===== config.mk =====
export PLATFORM = sky130hd
export DESIGN_NAME = multiclock_mdu_flat
export DESIGN_NICKNAME = d
export VERILOG_FILES = /design/src/rtl/multiclock_mdu_if.sv /design/src/rtl/multiclock_mdu.sv /design/src/flat_wrapper.sv
export SDC_FILE = /design/constraint.sdc
export NUM_CORES = 2
export LEC_CHECK = 0
export CORE_MARGIN = 2
export CORE_UTILIZATION = 50
export DETAILED_ROUTE_END_ITERATION = 6
export MAX_ROUTING_LAYER = met4
export PLACE_DENSITY_LB_ADDON = 0.15
export RECOVER_POWER = 50
export SYNTH_ARGS = -nofsm -noshare
export SYNTH_HDL_FRONTEND = slang
export SYNTH_SLANG_ARGS = --single-unit

===== constraint.sdc =====
create_clock -name clk -period 3.2 [get_ports clk]
set_input_delay 0.32 -clock clk [delete_from_list [all_inputs] [get_ports clk]]
set_output_delay 0.32 -clock clk [all_outputs]
set_load 0.005 [all_outputs]

===== src/rtl/multiclock_mdu_if.sv =====
// Start/operand/result bundle between the execute stage and the multi-cycle MDU.
// The execute stage drives the master side; the MDU implements the slave side.
interface multiclock_mdu_if #(
    parameter int XLEN = 32
);
    logic            is_multiclock_input;
    logic [5:0]      alucode;
    logic [XLEN-1:0] op1;
    logic [XLEN-1:0] op2;
    logic [XLEN-1:0] result;
    logic            done;
    logic            busy;

    modport master (
        output is_multiclock_input, alucode, op1, op2,
        input  result, done, busy
    );

    modport slave (
        input  is_multiclock_input, alucode, op1, op2,
        output result, done, busy
    );
endinterface


===== src/rtl/multiclock_mdu.sv =====
// Multi-cycle RV32M/RV64M multiply/divide unit: pipelined multiplier of
// MUL_STAGES depth, radix-2 restoring divider, one-cycle path for special divides.
module multiclock_mdu #(
    parameter int XLEN       = 32,
    parameter int MUL_STAGES = 4
) (
    input  logic            clk,
    input  logic            rst_n,
    multiclock_mdu_if.slave mdu
);
    localparam logic [5:0] ALU_MUL    = 6'd32;
    localparam logic [5:0] ALU_MULH   = 6'd33;
    localparam logic [5:0] ALU_MULHSU = 6'd34;
    localparam logic [5:0] ALU_MULHU  = 6'd35;
    localparam logic [5:0] ALU_DIV    = 6'd36;
    localparam logic [5:0] ALU_DIVU   = 6'd37;
    localparam logic [5:0] ALU_REM    = 6'd38;
    localparam logic [5:0] ALU_REMU   = 6'd39;
    localparam int         CNT_W      = $clog2(XLEN + MUL_STAGES + 2);

    typedef enum logic [1:0] {S_IDLE, S_MUL, S_DIV, S_FIX} state_t;

    state_t            r_state;
    state_t            w_state_next;
    logic [CNT_W-1:0]  r_cnt;
    logic [5:0]        r_code;
    logic              r_busy;
    logic              r_done;
    logic              r_neg_q;
    logic              r_neg_r;
    logic [XLEN-1:0]   r_result;
    logic [XLEN-1:0]   r_quo;
    logic [XLEN-1:0]   r_rem;
    logic [XLEN-1:0]   r_dvs;
    logic [XLEN-1:0]   r_fix;
    logic [2*XLEN-1:0] r_pipe [MUL_STAGES];

    logic              w_is_mul;
    logic              w_is_div;
    logic              w_div_signed;
    logic              w_is_quot;
    logic              w_accept;
    logic              w_special;
    logic              w_finish;
    logic              w_sa;
    logic              w_sb;
    logic              w_ge;
    logic [2*XLEN-1:0] w_ma;
    logic [2*XLEN-1:0] w_mb;
    logic [2*XLEN-1:0] w_prod;
    logic [XLEN-1:0]   w_abs1;
    logic [XLEN-1:0]   w_abs2;
    logic [XLEN-1:0]   w_fix;
    logic [XLEN-1:0]   w_final;
    logic [XLEN-1:0]   w_diff;
    logic [XLEN:0]     w_shift;

    always_comb begin
        w_is_mul     = (mdu.alucode == ALU_MUL)  || (mdu.alucode == ALU_MULH) ||
                       (mdu.alucode == ALU_MULHSU) || (mdu.alucode == ALU_MULHU);
        w_is_div     = (mdu.alucode == ALU_DIV)  || (mdu.alucode == ALU_DIVU) ||
                       (mdu.alucode == ALU_REM)  || (mdu.alucode == ALU_REMU);
        w_div_signed = (mdu.alucode == ALU_DIV)  || (mdu.alucode == ALU_REM);
        w_is_quot    = (mdu.alucode == ALU_DIV)  || (mdu.alucode == ALU_DIVU);
        w_accept     = mdu.is_multiclock_input && !r_busy && (w_is_mul || w_is_div);

        // Sign-extending to 2*XLEN makes a plain modular multiply yield the exact signed product.
        w_sa   = (mdu.alucode != ALU_MULHU);
        w_sb   = (mdu.alucode == ALU_MULH) || (mdu.alucode == ALU_MUL);
        w_ma   = {{XLEN{w_sa & mdu.op1[XLEN-1]}}, mdu.op1};
        w_mb   = {{XLEN{w_sb & mdu.op2[XLEN-1]}}, mdu.op2};
        w_prod = w_ma * w_mb;

        w_abs1 = (w_div_signed && mdu.op1[XLEN-1]) ? -mdu.op1 : mdu.op1;
        w_abs2 = (w_div_signed && mdu.op2[XLEN-1]) ? -mdu.op2 : mdu.op2;

        w_special = (mdu.op2 == '0) ||
                    (w_div_signed && (mdu.op1 == {1'b1, {(XLEN-1){1'b0}}}) && (mdu.op2 == '1));
        if (mdu.op2 == '0) begin
            w_fix = w_is_quot ? '1 : mdu.op1;
        end else begin
            w_fix = w_is_quot ? mdu.op1 : '0;
        end

        w_shift = {r_rem, r_quo[XLEN-1]};
        w_ge    = (w_shift >= {1'b0, r_dvs});
        w_diff  = w_shift[XLEN-1:0] - r_dvs;
    end

    always_comb begin
        w_final = r_result;
        case (r_state)
            S_MUL: w_final = (r_code == ALU_MUL) ? r_pipe[MUL_STAGES-1][XLEN-1:0]
                                                 : r_pipe[MUL_STAGES-1][2*XLEN-1:XLEN];
            S_DIV: begin
                if ((r_code == ALU_DIV) || (r_code == ALU_DIVU)) begin
                    w_final = r_neg_q ? -r_quo : r_quo;
                end else begin
                    w_final = r_neg_r ? -r_rem : r_rem;
                end
            end
            S_FIX:   w_final = r_fix;
            default: w_final = r_result;
        endcase
    end

    always_comb begin
        w_state_next = r_state;
        case (r_state)
            S_IDLE: if (w_accept) w_state_next = w_is_mul ? S_MUL : (w_special ? S_FIX : S_DIV);
            S_MUL:  if (r_cnt == CNT_W'(MUL_STAGES - 1)) w_state_next = S_IDLE;
            S_DIV:  if (r_cnt == CNT_W'(XLEN)) w_state_next = S_IDLE;
            S_FIX:  w_state_next = S_IDLE;
            default: w_state_next = S_IDLE;
        endcase
        w_finish = (r_state != S_IDLE) && (w_state_next == S_IDLE);
    end

    always_ff @(posedge clk or negedge rst_n) begin
        if (!rst_n) begin
            r_state <= S_IDLE;
        end else begin
            r_state <= w_state_next;
        end
    end

    always_ff @(posedge clk or negedge rst_n) begin
        if (!rst_n) begin
            r_cnt    <= '0;
            r_code   <= '0;
            r_busy   <= 1'b0;
            r_done   <= 1'b0;
            r_neg_q  <= 1'b0;
            r_neg_r  <= 1'b0;
            r_result <= '0;
            r_quo    <= '0;
            r_rem    <= '0;
            r_dvs    <= '0;
            r_fix    <= '0;
        end else begin
            r_done <= w_finish;
            // busy covers the done cycle too, so the next start lands one edge later.
            if (w_accept) begin
                r_busy <= 1'b1;
            end else if (r_done) begin
                r_busy <= 1'b0;
            end
            if (w_finish) begin
                r_result <= w_final;
            end
            if (w_accept) begin
                r_cnt   <= '0;
                r_code  <= mdu.alucode;
                r_quo   <= w_abs1;
                r_dvs   <= w_abs2;
                r_rem   <= '0;
                r_fix   <= w_fix;
                r_neg_q <= w_div_signed && (mdu.op1[XLEN-1] ^ mdu.op2[XLEN-1]);
                r_neg_r <= w_div_signed && mdu.op1[XLEN-1];
            end else if (r_state == S_MUL) begin
                r_cnt <= r_cnt + CNT_W'(1);
            end else if ((r_state == S_DIV) && (r_cnt != CNT_W'(XLEN))) begin
                r_cnt <= r_cnt + CNT_W'(1);
                r_quo <= {r_quo[XLEN-2:0], w_ge};
                r_rem <= w_ge ? w_diff : w_shift[XLEN-1:0];
            end
        end
    end

    always_ff @(posedge clk or negedge rst_n) begin
        if (!rst_n) begin
            for (int i = 0; i < MUL_STAGES; i++) begin
                r_pipe[i] <= '0;
            end
        end else begin
            if (w_accept && w_is_mul) begin
                r_pipe[0] <= w_prod;
            end
            for (int i = 1; i < MUL_STAGES; i++) begin
                r_pipe[i] <= r_pipe[i-1];
            end
        end
    end

    assign mdu.result = r_result;
    assign mdu.done   = r_done;
    assign mdu.busy   = r_busy;
endmodule


===== src/flat_wrapper.sv =====
// flat-port wrapper written by rule: the top's interface ports become plain ports
module multiclock_mdu_flat 
#(
    parameter int XLEN       = 32,
    parameter int MUL_STAGES = 4
)
  (clk, rst_n, mdu_is_multiclock_input, mdu_alucode, mdu_op1, mdu_op2, mdu_result, mdu_done, mdu_busy);
  multiclock_mdu_if #(.XLEN(XLEN)) mdu_i ();
  input  logic clk;
  input  logic rst_n;
  input wire logic [$bits(mdu_i.is_multiclock_input)-1:0] mdu_is_multiclock_input;
  input wire logic [$bits(mdu_i.alucode)-1:0] mdu_alucode;
  input wire logic [$bits(mdu_i.op1)-1:0] mdu_op1;
  input wire logic [$bits(mdu_i.op2)-1:0] mdu_op2;
  output wire logic [$bits(mdu_i.result)-1:0] mdu_result;
  output wire logic [$bits(mdu_i.done)-1:0] mdu_done;
  output wire logic [$bits(mdu_i.busy)-1:0] mdu_busy;
  assign mdu_i.is_multiclock_input = mdu_is_multiclock_input;
  assign mdu_i.alucode = mdu_alucode;
  assign mdu_i.op1 = mdu_op1;
  assign mdu_i.op2 = mdu_op2;
  assign mdu_result = mdu_i.result;
  assign mdu_done = mdu_i.done;
  assign mdu_busy = mdu_i.busy;
  multiclock_mdu #(.XLEN(XLEN), .MUL_STAGES(MUL_STAGES)) u_core (.clk(clk), .rst_n(rst_n), .mdu(mdu_i));
endmodule

==> results.sh <==
export IMPL_place_gp_congestion=0.971
export IMPL_nFillCells=9477
export IMPL_pin_count=107
export IMPL_ys_ff_latch=434
export IMPL_grt_pass1_wl_um=289000
export IMPL_drtPass1Iterations=6
export IMPL_drt_initial_drc_count=3304
export IMPL_synth_most_common_cell="inv_1"
export IMPL_hp_class="primary input to flip-flop"
export IMPL_synth_area_leader_cell="fa_1"
export IMPL_timing_slew_headroom_pct=-54.5
export IMPL_r2r_end="u_core.mdu.result[19]"
export IMPL_cts_tree="built"
export IMPL_tns_ns=-188.65
export IMPL_synth_common_cells="inv_1, fa_1, nand2_1, dfrtp_1, and2_1"
export IMPL_holdCritStartpoint="mdu_alucode[1]"
export IMPL_synth_area_mm2=0.0573
export IMPL_cpPeakStageDelay_ns=0.60
export IMPL_cp_required_ns=3.70
export IMPL_setup_viol=58
export IMPL_cp_start_kind="primary input"
export IMPL_syn_to_final_growth_pct=25.6
export IMPL_tightestPinTransition_ns=2.32
export IMPL_grt_pass1_vias=48600
export IMPL_ys_warn_count=0
export IMPL_syn_num_nets=7623
export IMPL_finalClockSkew_ns=0.0327
export IMPL_rows=124
export IMPL_min_period_over_period_pct=233
export IMPL_ys_seq_area_share_pct=19.0
export IMPL_slew_violations=75
export IMPL_cp_common_cell="fa_1"
export IMPL_wire_per_inst_um=22.1
export IMPL_worstReg2RegStart="u_core.r_rem[8]"
export IMPL_fp_dieW_um=343
export IMPL_synth_ff_type="dfrtp_1"
export IMPL_route_vias_total=45300
export IMPL_holdPathStages=4
export IMPL_maxCapViolations=1
export IMPL_postSynthCellCount=6172
export IMPL_drt_vias_per_instance=5.40
export IMPL_crit_path_max_fanout=5
export IMPL_start_util_pct=50.2
export IMPL_h_tree_depth=2
export IMPL_fin_cells=8398
export IMPL_antenna_found_initial=5
export IMPL_routed_wl_um=186000
export IMPL_fmax_mhz=134
export IMPL_cts_num_sinks=434
export IMPL_worstSkewPairLatency_ns=0.64
export IMPL_rsz0062_at_grt="yes"
export IMPL_ys_types=68
export IMPL_cts_buffers=47
export IMPL_drcViolationCount=0
export IMPL_dp_cells=8161
export IMPL_failed_checks="max-capacitance violations, max-slew violations, negative setup slack"
export IMPL_crit_type="primary input to flip-flop"
export IMPL_status="finished, violations left"
export IMPL_drive_gt1_share_pct=21.4
export IMPL_hold_viol=0
export IMPL_ant_nets=0
export IMPL_grt_usage_pct=33.7
export IMPL_min_period_ns=7.44
export IMPL_cp_slowest_cell="fa_2"
export IMPL_ys_top_cells_by_area="fa_1, dfrtp_1, inv_1"
export IMPL_synth_top_cell_area_share_pct=39.3
export IMPL_fin_area_mm2=0.0719
export IMPL_dpl_hpwl_um=147000
export IMPL_rrSetupSlack_ns=0
export IMPL_place_ws_ns=-5.20
export IMPL_worstRegToRegCells=11
export IMPL_synth_edf_count=0
export IMPL_grt_max_degree=193
export IMPL_overflow=0
export IMPL_setup_ws_ns=-4.24
export IMPL_nNetsFinal=8297
export IMPL_clock_tree_root_cell="clkbuf_16"
export IMPL_syn_area_per_cell_um2=9.28
export IMPL_port_buffers=106
export IMPL_path_clk_slew_ns=0.06
export IMPL_whs_endpoint="u_core.r_code[1]"
export IMPL_die_h_um=343
export IMPL_placed_area_mm2=0.0663
export IMPL_cts_path_max_buffers=3
export IMPL_crit_path_end_kind="flip-flop"
export IMPL_fp_coreArea_mm2=0.114
export IMPL_async_reset_ff_share_pct=100
export IMPL_die_area_mm2=0.117
export IMPL_path_buf_inv=8
export IMPL_critPathTopFamily="adder cells"
export IMPL_arrival_ns=7.94
-- worst max path at each step --
stage	from	to	slack [ns]	depth (start not counted)
CTS	mdu_alucode[3]	u_core.r_pipe[251]	-4.23	31
global placement	mdu_alucode[3]	u_core.r_pipe[251]	-5.18	30
detailed placement	mdu_alucode[3]	u_core.r_pipe[252]	-5.20	32
global route	mdu_alucode[4]	u_core.r_pipe[251]	-4.47	32
floorplan	mdu_alucode[3]	u_core.r_pipe[251]	-4.45	28
finish	mdu_alucode[4]	u_core.r_pipe[255]	-4.24	33
-- timing repair --
item | CTS | global route
gates cloned | 16 | 0
setup endpoints to repair | 107 | 107
buffers inserted | 98 | 42
hold buffers | 1 | 0
pin swaps | 184 | 155
hold endpoints to repair | 61 | 0
resized for setup | 348 | 277
-- layer usage --
metal	global-route usage, %	wire length, um	vias to the layer above
met1	42.2	72900	23300
met3	4.79	12700	486
li1	-	-	20000
met2	54.8	89800	1592
met5	-	0	-
met4	14.4	10100	0
-- layout by cell type, fill, tap and decap left out, types with 85 or more instances in the layout --
master / instances
dfrtp_1: 434
xor2_1: 85
buf_4: 677
buf_12: 120
nand2_1: 1071
ha_1: 184
xnor2_1: 111
nor2_1: 191
a21oi_1: 121
and2_1: 292
inv_1: 1102
fa_1: 1074
o21ai_0: 228
-- registers in the layout, summed over array words and instances (netlist names), 6 cells and up --
register and cells:
u_core.r_pipe 256, u_core.mdu.result 32, u_core.r_dvs 32, u_core.r_fix 32, u_core.r_quo 32, u_core.r_rem 32
u_core.r_cnt 6, u_core.r_code 6
-- final cells by class --
type / instances / area, um^2 / share of cell area [%]
Inverter: 1148 / 4330 / 6.01
Sequential cell: 434 / 10900 / 15.1
Multi-Input combinational cell: 4212 / 43200 / 60.1
Tap cell: 1512 / 1890 / 2.63
Timing Repair Buffer: 1002 / 9930 / 13.8
Antenna cell: 2 / 5.00 / 0.00696
Clock inverter: 28 / 397 / 0.551
Clock buffer: 59 / 1300 / 1.81
Timing Repair inverter: 1 / 3.75 / 0.00522
-- worst reg2reg max path, stage by stage (launching register included) --
cell and delay (ns):
dfrtp_1 0.45, or3_1 0.39, or3_4 0.37, or3_1 0.39, or2_2 0.33, o41ai_2 0.23, xnor2_1 0.15, nand2_1 0.13
o21ai_0 0.11, a221oi_1 0.28, buf_4 0.18, o21ai_1 0.05
-- metrics by stage --
| step | hold WS (ns) | utilization [%] |
|---|---|---|
| 4_1_cts | 0.122 | 61.9 |
| 2_1_floorplan | 0.0244 | - |
| 5_1_grt | 0.101 | 63.1 |
| 3_3_place_gp | 0.331 | 58.2 |
| 3_5_place_dp | 0.335 | 58.2 |
| 6_report | 0.101 | 63.1 |
-- cells by family (layout without fill, tap and decap cells) --
kind of cell | Yosys count | after routing | share of synthesized area [%]
simple gates | 1829 | 1829 | 14.3
buf+inv | 1526 | 2238 | 10.0
fa+ha+maj | 1378 | 1378 | 44.8
compound gates | 747 | 747 | 7.85
flops | 434 | 434 | 19.0
xor+xnor | 224 | 224 | 3.42
mux | 34 | 34 | 0.594
other cells | 0 | 2 | 0
Power is left out: the tool's default activity adds up to more than one toggle a clock period on the data nets, which glitch-free logic cannot reach.
